<file path="config.mk">
export PLATFORM = sky130hd
export DESIGN_NAME = rr_response_router
export DESIGN_NICKNAME = d
export VERILOG_FILES = /design/src/rtl/rr_response_router.sv
export SDC_FILE = /design/constraint.sdc
export NUM_CORES = 1
export LEC_CHECK = 0
export ABC_CLOCK_PERIOD_IN_PS = 3400
export CORE_ASPECT_RATIO = 0.9
export CORE_UTILIZATION = 33
export CTS_CLUSTER_SIZE = 16
export DETAILED_ROUTE_END_ITERATION = 10
export SLEW_MARGIN = 20
export SYNTH_ARGS = -nofsm -noshare
export SYNTH_HDL_FRONTEND = slang
export SYNTH_SLANG_ARGS = --single-unit
</file>
<file path="constraint.sdc">
create_clock -name clk -period 3.4 [get_ports clk]
set_input_delay 0.34 -clock clk [delete_from_list [all_inputs] [get_ports clk]]
set_output_delay 0.34 -clock clk [all_outputs]
set_load 0.02 [all_outputs]
</file>
<file path="src/rtl/rr_response_router.sv">
// Return path of the round-robin PLM scheduler: delays each read grant tag by the PLM
// read latency, then steers the matching plm_rdata word into a per-consumer response FIFO.
module rr_response_router #(
    parameter int VALUE_WIDTH = 8,
    parameter int NCONSUMERS  = 2,
    parameter int NBANKS      = 1,
    parameter int NPORTS      = 1,
    parameter int PLM_LATENCY = 1,
    parameter int FIFO_DEPTH  = 4,
    localparam int CID_W      = (NCONSUMERS > 1) ? $clog2(NCONSUMERS) : 1,
    localparam int NKERNELS   = NBANKS * NPORTS
) (
    input  logic                                     clk,
    input  logic                                     reset,
    input  logic [NKERNELS-1:0]                      grant_valid_i,
    input  logic [NKERNELS-1:0]                      grant_is_read_i,
    input  logic [NKERNELS-1:0][CID_W-1:0]           grant_consumer_i,
    input  logic [NKERNELS-1:0][VALUE_WIDTH-1:0]     plm_rdata_i,
    output logic [NCONSUMERS-1:0]                    resp_valid_o,
    output logic [NCONSUMERS-1:0][VALUE_WIDTH-1:0]   resp_data_o,
    input  logic [NCONSUMERS-1:0]                    resp_ready_i,
    output logic [NCONSUMERS-1:0]                    overflow_o,
    output logic                                     conflict_o
);

    localparam int PTR_W = $clog2(FIFO_DEPTH);
    localparam int CNT_W = PTR_W + 1;
    localparam logic [CNT_W-1:0] DEPTH_C = CNT_W'(FIFO_DEPTH);
    localparam logic [CID_W:0]   NCONS_C = (CID_W + 1)'(NCONSUMERS);

    logic [NKERNELS-1:0]                              tag_vld_in_s;
    logic [PLM_LATENCY-1:0][NKERNELS-1:0]             tag_vld_q;
    logic [PLM_LATENCY-1:0][NKERNELS-1:0][CID_W-1:0]  tag_cid_q;

    logic                                   steer_hit_s;
    logic                                   conflict_hit_s;
    logic [NCONSUMERS-1:0]                  push_s;
    logic [NCONSUMERS-1:0][VALUE_WIDTH-1:0] push_data_s;
    logic [NCONSUMERS-1:0]                  pop_s;
    logic [NCONSUMERS-1:0]                  full_s;
    logic [NCONSUMERS-1:0]                  accept_s;
    logic [NCONSUMERS-1:0]                  drop_s;

    logic [VALUE_WIDTH-1:0]                 mem_q [NCONSUMERS][FIFO_DEPTH];
    logic [NCONSUMERS-1:0][PTR_W-1:0]       wr_ptr_q, wr_ptr_d;
    logic [NCONSUMERS-1:0][PTR_W-1:0]       rd_ptr_q, rd_ptr_d;
    logic [NCONSUMERS-1:0][CNT_W-1:0]       cnt_q, cnt_d;
    logic [NCONSUMERS-1:0]                  overflow_q, overflow_d;
    logic                                   conflict_q, conflict_d;

    // Only in-range read grants enter the pipeline; everything else becomes an empty tag.
    always_comb begin
        tag_vld_in_s = '0;
        for (int k = 0; k < NKERNELS; k++) begin
            tag_vld_in_s[k] = grant_valid_i[k] & grant_is_read_i[k]
                            & ({1'b0, grant_consumer_i[k]} < NCONS_C);
        end
    end

    // Tag delay line, never stalls.
    always_ff @(posedge clk or posedge reset) begin
        if (reset) begin
            tag_vld_q <= '0;
            tag_cid_q <= '0;
        end else begin
            tag_vld_q[0] <= tag_vld_in_s;
            tag_cid_q[0] <= grant_consumer_i;
            for (int s = 1; s < PLM_LATENCY; s++) begin
                tag_vld_q[s] <= tag_vld_q[s-1];
                tag_cid_q[s] <= tag_cid_q[s-1];
            end
        end
    end

    // Steering: lowest kernel wins a consumer, any further hit on it is a conflict.
    always_comb begin
        push_s         = '0;
        push_data_s    = '0;
        conflict_hit_s = 1'b0;
        steer_hit_s    = 1'b0;
        for (int c = 0; c < NCONSUMERS; c++) begin
            for (int k = 0; k < NKERNELS; k++) begin
                steer_hit_s = tag_vld_q[PLM_LATENCY-1][k]
                            && (tag_cid_q[PLM_LATENCY-1][k] == CID_W'(c));
                if (steer_hit_s && !push_s[c]) begin
                    push_s[c]      = 1'b1;
                    push_data_s[c] = plm_rdata_i[k];
                end else if (steer_hit_s) begin
                    conflict_hit_s = 1'b1;
                end else begin
                    conflict_hit_s = conflict_hit_s;
                end
            end
        end
    end

    // FIFO control: a full FIFO still accepts a push when it pops in the same cycle.
    always_comb begin
        pop_s      = '0;
        full_s     = '0;
        accept_s   = '0;
        drop_s     = '0;
        wr_ptr_d   = wr_ptr_q;
        rd_ptr_d   = rd_ptr_q;
        cnt_d      = cnt_q;
        overflow_d = overflow_q;
        for (int c = 0; c < NCONSUMERS; c++) begin
            pop_s[c]    = (cnt_q[c] != '0) & resp_ready_i[c];
            full_s[c]   = (cnt_q[c] == DEPTH_C);
            accept_s[c] = push_s[c] & (~full_s[c] | pop_s[c]);
            drop_s[c]   = push_s[c] & full_s[c] & ~pop_s[c];
            if (accept_s[c]) begin
                wr_ptr_d[c] = wr_ptr_q[c] + PTR_W'(1);
            end else begin
                wr_ptr_d[c] = wr_ptr_q[c];
            end
            if (pop_s[c]) begin
                rd_ptr_d[c] = rd_ptr_q[c] + PTR_W'(1);
            end else begin
                rd_ptr_d[c] = rd_ptr_q[c];
            end
            case ({accept_s[c], pop_s[c]})
                2'b10:   cnt_d[c] = cnt_q[c] + CNT_W'(1);
                2'b01:   cnt_d[c] = cnt_q[c] - CNT_W'(1);
                default: cnt_d[c] = cnt_q[c];
            endcase
            overflow_d[c] = overflow_q[c] | drop_s[c];
        end
        conflict_d = conflict_q | conflict_hit_s;
    end

    // FIFO storage, pointers, counts and sticky flags.
    always_ff @(posedge clk or posedge reset) begin
        if (reset) begin
            for (int c = 0; c < NCONSUMERS; c++) begin
                for (int i = 0; i < FIFO_DEPTH; i++) begin
                    mem_q[c][i] <= '0;
                end
            end
            wr_ptr_q   <= '0;
            rd_ptr_q   <= '0;
            cnt_q      <= '0;
            overflow_q <= '0;
            conflict_q <= 1'b0;
        end else begin
            for (int c = 0; c < NCONSUMERS; c++) begin
                if (accept_s[c]) begin
                    mem_q[c][wr_ptr_q[c]] <= push_data_s[c];
                end
            end
            wr_ptr_q   <= wr_ptr_d;
            rd_ptr_q   <= rd_ptr_d;
            cnt_q      <= cnt_d;
            overflow_q <= overflow_d;
            conflict_q <= conflict_d;
        end
    end

    // Head word is forced to zero whenever the FIFO is empty.
    always_comb begin
        resp_valid_o = '0;
        resp_data_o  = '0;
        for (int c = 0; c < NCONSUMERS; c++) begin
            resp_valid_o[c] = (cnt_q[c] != '0);
            if (resp_valid_o[c]) begin
                resp_data_o[c] = mem_q[c][rd_ptr_q[c]];
            end else begin
                resp_data_o[c] = '0;
            end
        end
    end

    assign overflow_o = overflow_q;
    assign conflict_o = conflict_q;

endmodule

</file>
-- Word level (Yosys, flattened, before mapping)
Index checks and enable logic that the tools add are counted.
- flip-flop bits (word level): 82
- output and inout port bits: 21
- logic and storage cells: 87
- add/subtract/negate cells: 8
- magnitude comparators: 6
- eq/ne operators: 6
- muxes and demuxes: 20
- bitwise logic cells: 22
- reductions and logical operators: 8
- operators by type and width (kind ; count):
    $mux W8 ; 10
    $bwmux W32 ; 2
    $bmux W8 S2 ; 2
    $demux W8 S2 ; 2
    $ge A3 B3 Y1 const B ; 4
    $not A2 Y3 ; 4
    $pmux W3 S2 ; 2
    $and A1 B1 Y1 ; 9
    $add A2 B1 Y2 const B ; 4
    $add A3 B1 Y3 const B ; 2
    $eq A3 B3 Y1 const B ; 2
    $lt A3 B1 Y1 const B ; 2
    $reduce_bool A3 Y1 ; 2
    $sub A3 B1 Y3 const B ; 2
    $not A1 Y1 ; 5
    $eq A2 B1 Y1 const B ; 2
    $eq A2 B2 Y1 const B ; 2
    $logic_and A1 B1 Y1 ; 4
    $or A1 B1 Y1 ; 4
    $reduce_bool A2 Y1 ; 2
    $mux W1 ; 2

-- Depth between registers and ports, before layout
Gate-level depths: netlist of run 1.
- word-level depth: 6
- mapped depth: 10
- mapped depth without buffers: 9

-- Least setup slack after synthesis of run 1
Ideal clock, no wire load.
- path kind: register to register
- from: register cnt_q[3] in the netlist's numbering
- to: register cnt_q[5] in the netlist's numbering
- library setup time: 0.079 ns
- arrival time: 2.042 ns
- data required time: 3.321 ns
- path slack: 1.279 ns
- cell stages (with the launch flop): 10
- buffers on the path: 0
- period minus slack after synthesis: 2.121 ns
- path through: dfrtp_1 nor4b_4 nor2_1 inv_1 ha_1 inv_1 fa_1 xor2_1 nor2_1 xor2_1
- cells in the longest elaborated chain, start to end: 6
- elaborated cells between the ends (all ways): 12
- those cells by class: add/sub (2); eq/ne (3); mux (1); bitwise (4); reduce/logical (2)
- ends and longest elaborated chain (element ; RTL line ; text):
    from (decl) ; 47 ; logic [NCONSUMERS-1:0][CNT_W-1:0] cnt_q, cnt_d;
    from (signal assigned) ; 153 ; cnt_q <= cnt_d;
    $reduce_bool A3 Y1 or $eq A3 B3 Y1 (tied branches) ; 108, 109 ;
    $and A1 B1 Y1 or $not A1 Y1 (tied branches) ; 108, 110 ;
    $or A1 B1 Y1 ; 110 ; accept_s[c] = push_s[c] & (~full_s[c] | pop_s[c]);
    $and A1 B1 Y1 ; 110 ;
    $eq A2 B1 Y1 or $eq A2 B2 Y1 (tied branches) ; 122 ; case ({accept_s[c], pop_s[c]})
    $pmux W3 S2 or $reduce_bool A2 Y1 (tied branches) ; n/a ;
Parallel ways exist; a longest one is shown, timed or not.
A chain may end at the register's enable or synchronous reset.

==> metrics list, run 1 <==
* Number of max-capacitance violations reported: 0
* Number of buffer and inverter instances along the worst setup path: 1
- Largest fanout on the critical path: 10
- Across all hold checks on the routed design, the worst slack comes to between 400 and 500 ps.
- The total overflow left after global routing is 0.
- Counting along the longest clock path gives a buffer depth of 2.
* Status: complete, no violations
- The synthesized netlist devotes 0.451% of its cell area to compound gates.
- The mapped netlist covers just under 4000 um2.
- Part of the Yosys area used for sequential elements: between 50% and 60%
* Vias per cell: between 4 and 5
* Post-detailed-route count of antenna-violating nets: 0
- Counting instances, the worst hold path has a depth of 1.
* Proportion of synthesized area in mux cells: between 20% and 30%
* Yosys warning count: 0
- The setup check on the worst reg-to-reg path leaves a slack of around 1100 ps.
- Relative slew margins: 45.1%
* Type of the setup path with the least slack: flop to primary output
- The clock arrives with 4.72 ps of skew.
- Counting every net in the synthesized netlist gives approximately 280.
* Number of primary I/O pins: 36
* Final core utilization: 41.0%
* Layout Area Growth over Synthesis: 20.7%
- Clock network latency to the later pin of the worst-skew pair: about 340 ps
- Largest cells by area after synthesis: sky130_fd_sc_hd__dfrtp_1 53%, sky130_fd_sc_hd__mux2_2 19%, sky130_fd_sc_hd__mux4_2 9.3%, sky130_fd_sc_hd__ha_1 3.2%, sky130_fd_sc_hd__and2_1 3.1%
- Of the total synthesized cell area, the portion taken by AND, OR, NAND and NOR gates is approximately 7.8%.
- Final WS setup: slightly below 700 ps
* Slowest-stage cell, CP: sky130_fd_sc_hd__dfrtp_1
* Maximum ir drop on the vdd rail: about 0.29 mV
- Horizontal die dimension: between 100 and 150 um
- The clock tree synthesis step divided the H-tree into 3 levels.
- Start point of the worst hold path: grant_consumer_i
- Static timing analysis puts the maximum clock frequency at around 370 MHz.
- Endpoints failing hold: 0
- Buffer count from post-CTS setup fixing: 0
- The worst setup path is launched from a flop.
- Post-synthesis instance total: 257
- The startpoint identified for the worst register-to-register timing path is cnt_q[3].
* Xor/xnor cell area share of the yosys netlist: between 2 and 3%
- In this run the critical register-to-register path is captured at cnt_q[5].
- Cells along the critical path: mux4_2 -> and2_1 -> clkdlybuf4s50_1
* Total negative setup slack: 0 ps
* Total CTS buffers: 9
- Standard-cell rows: 37
- After synthesis the netlist holds a flip-flop and latch count of 82.
- The first global-routing pass estimated between 10000 and 15000 um of wire.
* Final net count: between 300 and 400
* WHS Endpoint: tag_cid_q
- Number of optimization iterations in the first detailed-route pass: 4
* Count of instances resized after the clock tree is built: 0
* Arrival time of the worst setup path: roughly 2400 ps
* Number of antenna violations at the first check in global routing: 0
- Dividing the detail-routed wire length by the instance count gives 15.7 um.
* Required @ worst endpoint: approximately 3000 ps
* Post-synth top area cell: sky130_fd_sc_hd__dfrtp_1
* Total wire length: 7190 um
* Setup repair after global routing missed its margin: false
* Crit. End Element: primary output
* CTS clock-pin slew for the worst setup and hold paths: 60 ps
- The worst path in the final design needs a cycle of around 2700 ps, including I/O delays and setup.
- At the end of routability-driven placement, the weighted congestion stood at between 0.7 and 0.8.
- Detailed placement finished with a half-perimeter wire length of about 4900 um.
* Buffers added on ports: 34
- In this run, post-CTS hold repair placed 0 buffers.
* R2R cell count: 9
- After synthesis, the netlist uses 23 different library cells.
- Largest net degree at the start of global routing: 48
* Area share of the largest cell type after synthesis: 52.9%
- CTS Sinks: 82
* Post-route clock period utilization: around 80%
* Effective utilization at floorplan: 33.9%
- The number of global-route vias before repair came to around 2300.
- Cell family with the largest share of critical-path delay: flip-flops
- From bottom edge to top edge, the die measures ~100 um.
- For this run, the slowest stage of the critical path takes 740 ps.
- # setup viols final: 0
- Type of the worst min-delay path: primary input to flop
- The routed layout has 2095 vias.
- After detailed routing, the number of remaining DRC violations is 0.
- Setup Slack @ Placement: about 750 ps
- Across every metal layer, demand over resource in global routing totals 13.4%.
* Ratio of cells with drive above 1 in the final layout: 37.9%
- Adder and majority cell fraction of the synthesized area: 4.26%
- Each instance of the synthesized netlist takes up on average approximately 15 um2.
- Largest family of logic cells by synthesized area: multiplexers
- TritonCTS clock tree: built
* Areal power density over the cells: approximately 1000 nW/um2
* Diodes inserted: 0
- The final max-slew violation count came to 0.
- The first routing iteration left 75 violations.
- For the pin with the worst max-slew slack, the measured transition is 820 ps.
* Die area: about 12000 um2
- In this run the static leakage power is 1.98 nW.
- Core region area: 11400 um2
- Cell chosen for the clock root: sky130_fd_sc_hd__clkbuf_16
cells by family (layout without fill, tap and decap cells):
group,count (synthesis),after routing
xor gates and xnor gates,12,12
other,1,1
DFF,82,82
muxes,84,84
adders and majority gates,12,12
buffers and inverters,26,70
AOI/OAI and AO/OA,2,2
and+or+nand+nor,38,38
power by group:
| group | internal (W) | switching [W] |
|---|---|---|
| logic | 0.00120 | 0.000756 |
| clock network | 0.000499 | 0.000403 |
| registers | 0.00145 | 0.000371 |
final cells by class:
class	count	area, um2
flip-flops and latches	82	2050
well taps	156	195
clock buffers	9	225
multi-input cells	149	1720
repair buffers	40	385
clock inverters	7	53.8
inverters	14	53.8
fillers	1056	6750
state kept, by name (all words and copies together), names as in the netlist:
name / flops
tag_vld_q: 1
overflow_o: 2
tag_cid_q: 1
cnt_q: 6
wr_ptr_q: 4
mem_q: 64
rd_ptr_q: 4
synthesized netlist by cell type:
cell                       instances
sky130_fd_sc_hd__a31o_2            2
sky130_fd_sc_hd__and2_1           19
sky130_fd_sc_hd__buf_2             7
sky130_fd_sc_hd__buf_4             1
sky130_fd_sc_hd__clkbuf_1          4
sky130_fd_sc_hd__conb_1            1
sky130_fd_sc_hd__dfrtp_1          82
sky130_fd_sc_hd__fa_1              2
sky130_fd_sc_hd__ha_1             10
sky130_fd_sc_hd__inv_1            14
sky130_fd_sc_hd__mux2_2           66
sky130_fd_sc_hd__mux2i_1           2
sky130_fd_sc_hd__mux4_2           16
sky130_fd_sc_hd__nand2_2           1
sky130_fd_sc_hd__nand3_1           2
sky130_fd_sc_hd__nor2_1            3
sky130_fd_sc_hd__nor3b_1           1
sky130_fd_sc_hd__nor3b_2           4
sky130_fd_sc_hd__nor4b_4           2
sky130_fd_sc_hd__nor4bb_1          4
sky130_fd_sc_hd__or3_1             2
sky130_fd_sc_hd__xnor2_1           6
sky130_fd_sc_hd__xor2_1            6
how the worst max path moves through the flow:
stage               cells past startpoint         endpoint             from
detailed placement                     10         cnt_q[5]  resp_ready_i[1]
finish                                  3   resp_data_o[3]      rd_ptr_q[0]
global route                            3  resp_data_o[14]      rd_ptr_q[2]
global placement                       10         cnt_q[5]  resp_ready_i[1]
CTS                                     3  resp_data_o[14]      rd_ptr_q[2]
floorplan                               1         cnt_q[0]            reset
per-layer routing:
| layer | vias up | global-route usage [%] | part of all wire (%) |
|---|---|---|---|
| met5 | - | 0 | 0 |
| met4 | 0 | 3.30 | 1.1 |
| met3 | 5 | 4.23 | 3.6 |
| met1 | 1075 | 17.7 | 47 |
| met2 | 35 | 21.3 | 48 |
| li1 | 980 | - | - |
per-stage QoR:
stage | std cells | power (W) | instance area (um2)
finish | 457 | 0.00467 | 4680
detailed placement | 441 | 0.00383 | 4410
CTS | 457 | 0.00475 | 4680
floorplan | 257 | 0.00312 | 3880
global route | 457 | 0.00501 | 4680
global placement | 441 | 0.00376 | 4410
placed cells by master (no fill, tap or decap), types with 2 or more instances in the layout:
| master | Yosys | final |
|---|---|---|
| sky130_fd_sc_hd__a31o_2 | 2 | 2 |
| sky130_fd_sc_hd__and2_1 | 19 | 19 |
| sky130_fd_sc_hd__buf_4 | 1 | 6 |
| sky130_fd_sc_hd__clkbuf_16 | 0 | 9 |
| sky130_fd_sc_hd__clkdlybuf4s50_1 | 0 | 34 |
| sky130_fd_sc_hd__clkinv_2 | 0 | 2 |
| sky130_fd_sc_hd__clkinvlp_4 | 0 | 3 |
| sky130_fd_sc_hd__dfrtp_1 | 82 | 82 |
| sky130_fd_sc_hd__fa_1 | 2 | 2 |
| sky130_fd_sc_hd__ha_1 | 10 | 10 |
| sky130_fd_sc_hd__inv_1 | 14 | 13 |
| sky130_fd_sc_hd__inv_6 | 0 | 2 |
| sky130_fd_sc_hd__mux2_2 | 66 | 66 |
| sky130_fd_sc_hd__mux2i_1 | 2 | 2 |
| sky130_fd_sc_hd__mux4_2 | 16 | 16 |
| sky130_fd_sc_hd__nand3_1 | 2 | 2 |
| sky130_fd_sc_hd__nor2_1 | 3 | 3 |
| sky130_fd_sc_hd__nor3b_2 | 4 | 4 |
| sky130_fd_sc_hd__nor4b_4 | 2 | 2 |
| sky130_fd_sc_hd__nor4bb_1 | 4 | 4 |
| sky130_fd_sc_hd__or3_1 | 2 | 2 |
| sky130_fd_sc_hd__xnor2_1 | 6 | 6 |
| sky130_fd_sc_hd__xor2_1 | 6 | 6 |
(Power assumes the default switching activity.)
==> inputs of run 2 (changes only) <==
Settings changed: ABC_CLOCK_PERIOD_IN_PS 3400 to 2710.
Clock period 3.4 ns to 2.71 ns, I/O delays scaled along.
==> run 2 against run 1 <==
Effect of this change: worst hold slack got worse by 150 ps; utilization is 0.86 points higher; count of clock-buffer cells in the layout increased by 2; register-to-register slack got worse by 620 ps; die area stayed put; clock power is 43% higher; combinational power rose by 30%; clock skew shrank 1.2 ps; sequential share of layout area is 0.91 points lower; first-iteration DRC count decreased by 29%; non-clock buffer count up 6; largest cell class unchanged.
==> metrics list, run 2 (synthesis gave the netlist of run 1 again) <==
- The worst setup path is launched from a flop.
* CTS Sinks: 82
- The library cell used most frequently in the layout, excluding fill and tap cells, is sky130_fd_sc_hd__dfrtp_1.
- Post-detailed-route DRC marker count: 0
- The count of final hold-check violations is 0.
- Layout Area Growth over Synthesis: 23.2%
* Number of buffer and inverter instances along the worst setup path: 2
- Proportion of power drawn by combinational gates: a little over two fifths
- Count of instances resized after the clock tree is built: 0
- Relative slew margins: slightly above 60%
- Type of the setup path with the least slack: flop to primary output
- Once the floorplan was initialized, standard cells occupied approximately a third of the core.
- Per report_power, the sequential group accounts for a little over a third of the total.
- CTS built an H-tree with a depth of 3.
- Maximum ir drop on the vdd rail: 0.418 mV
* Layout Skew: about 3.5 ps
- On the critical path the largest part of the delay comes from buffers and inverters.
* Status: complete, no violations
* Total number of vias: ~2100
- Standard-cell rows: 37
- In the final layout, flip-flops and latches occupy 2050 um2.
- Type of the worst min-delay path: primary input to asynchronous set/reset pin
* Maximum clock frequency: 405 MHz
* Number of antenna violations at the first check in global routing: 0
- The number of global-route vias before repair came to around 2300.
* Final core utilization: a little over two fifths
- CTS clock-pin slew for the worst setup and hold paths: roughly 60 ps
- In the final routed layout, each cell accounts on average for approximately 15 um.
- After detailed routing, the number of vias per cell comes to ~4.6.
* Slowest-stage cell, CP: sky130_fd_sc_hd__mux4_2
* Cell chosen for the clock root: sky130_fd_sc_hd__clkbuf_16
* Actual transition at the worst max-transition pin: around 570 ps
* Post-route clock period utilization: approximately nine tenths
* Diodes inserted: 0
* Largest fanout on the critical path: 8
- Number of DRC violations after detailed-routing iteration 0: 53
- The first global-routing pass estimated 12300 um of wire.
- Total negative setup slack: 0 ps
- Buffer count from post-CTS setup fixing: 0
* Clock power share: about a fifth
- Internal power component: around 0.0042 W
* Total Routing Usage GR: roughly 13%
- Most frequent cells in the layout: 82 x sky130_fd_sc_hd__dfrtp_1, 66 x sky130_fd_sc_hd__mux2_2, 34 x sky130_fd_sc_hd__clkdlybuf4s50_1
* Number of optimization iterations in the first detailed-route pass: 4
- TritonCTS clock tree: built
- Setup repair after global routing missed its margin: false
- Largest registers in the final layout: mem_q x64, cnt_q x6
- Total wire length: 7110 um
- Delay contributed by the slowest stage of the critical path: about 530 ps
- Detailed placement finished with a half-perimeter wire length of roughly 4900 um.
* Horizontal die dimension: approximately 120 um
* Static leakage power: approximately 2.0 nW
- Die H: 105 um
- Of the cells placed in the final design, the portion with a size suffix greater than 1 is between 30% and 40%.
- Number of buffers added to fix hold violations after cts: 0
- Total count of max-transition violations in the final report: 0
- Crit. End Element: primary output
* P_sw: between 0.0015 and 0.002 W
- Residual overflow from global routing: 0
* Gpl congestion: about 0.74
- The critical path goes through buf_4 -> mux4_2 -> and2_1 -> clkdlybuf4s50_1.
- In the final layout, the multi-input gates occupy between 1500 and 2000 um2.
- Max-cap violations in this run came to 0.
- Fill cell total of the finished layout: roughly 1100
- Final net count: around 330
- Largest net degree at the start of global routing: 53
- Min Tclk post-route: approximately 2500 ps
* Clock network latency to the later pin of the worst-skew pair: 330 ps
- Buffers added on ports: 34
* Areal power density over the cells: 1260 nW/um2
- Die area: 12200 um2
- In this run, CTS created clock tree buffers numbering 9.
- # setup viols final: 0
* Number of primary I/O pins: 36
- Max reg flops: 64
- Maximum clock insertion buffer count: 2
* Switching share of total power: a little over 30%
- Ranked by flip-flop count, first place goes to mem_q.
- STA puts the critical path data arrival time at about 2200 ps.
- For the worst setup path, the data required time is about 2400 ps.
- Post-detailed-route count of antenna-violating nets: 0
- Core region area: between 10000 and 15000 um2
run 2: cell types whose count changed in the layout (fill, tap and decap cells not counted):
| cell | delta |
|---|---|
| sky130_fd_sc_hd__clkbuf_1 | +1 |
| sky130_fd_sc_hd__clkbuf_8 | +1 |
| sky130_fd_sc_hd__buf_12 | +1 |
| sky130_fd_sc_hd__clkinv_2 | +1 |
| sky130_fd_sc_hd__clkinv_4 | -1 |
| sky130_fd_sc_hd__bufinv_16 | +2 |
| sky130_fd_sc_hd__inv_6 | -2 |
| sky130_fd_sc_hd__buf_4 | +5 |
| sky130_fd_sc_hd__clkinvlp_4 | -2 |
run 2: power by group through the flow:
stage | combinational, W | sequential, W | clock, W
floorplan | 0.00184 | 0.00207 | 0
global placement | 0.00256 | 0.00220 | 0
detailed placement | 0.00260 | 0.00223 | 0
CTS | 0.00261 | 0.00221 | 0.00134
global route | 0.00278 | 0.00230 | 0.00139
finish | 0.00255 | 0.00220 | 0.00129
run 2: layout make-up:
type	count	share of cell area, %
Clock buffer	11	5.07
Clock inverter	5	1.62
Inverter	14	1.12
Multi-Input combinational cell	149	35.9
Sequential cell	82	42.9
Tap cell	156	4.08
Timing Repair Buffer	46	9.26
run 2: path summary, 6_finish.rpt:
path	startpoint	end	slack, ps	cells after the start
setup / recovery	rd_ptr_q[0]	resp_data_o[3]	240	4
hold / removal	reset	mem_q[31]	300	2
setup reg to reg	cnt_q[0]	cnt_q[2]	470	9
hold reg to reg	overflow_o[1]	overflow_o[1]	480	1
max in group asynchronous	reset	cnt_q[1]	1750	3
min in group clk	grant_consumer_i	tag_cid_q	380	1
run 2: routing by layer:
layer | vias to the layer above | wire length, um | track usage (%)
li1 | 1001 | - | -
met1 | 1081 | 3500 | 18.7
met2 | 31 | 3260 | 19.7
met3 | 7 | 268 | 3.94
met4 | 0 | 85 | 4.40
met5 | - | 0 | 0
run 2: per-stage QoR:
| stage | instances | worst slack [ps] | area [um2] | power [W] | hold slack (ps) |
|---|---|---|---|---|---|
| CTS | 463 | 214 | 4780 | 0.00616 | 313 |
| finish | 463 | 243 | 4780 | 0.00605 | 298 |
| global route | 463 | 151 | 4780 | 0.00648 | 337 |
| global placement | 447 | 288 | 4460 | 0.00477 | 483 |
| floorplan | 257 | 331 | 3880 | 0.00392 | 302 |
| detailed placement | 447 | 201 | 4460 | 0.00483 | 468 |
run 2: worst reg2reg max path, stage by stage, from the launching register on:
cell and delay [ps]:
sky130_fd_sc_hd__dfrtp_1 430, sky130_fd_sc_hd__nor4b_4 450, sky130_fd_sc_hd__nor3b_1 160, sky130_fd_sc_hd__inv_1 80, sky130_fd_sc_hd__ha_1 180, sky130_fd_sc_hd__inv_1 60
sky130_fd_sc_hd__fa_1 370, sky130_fd_sc_hd__xor2_1 150, sky130_fd_sc_hd__nor2_1 110, sky130_fd_sc_hd__xor2_1 170
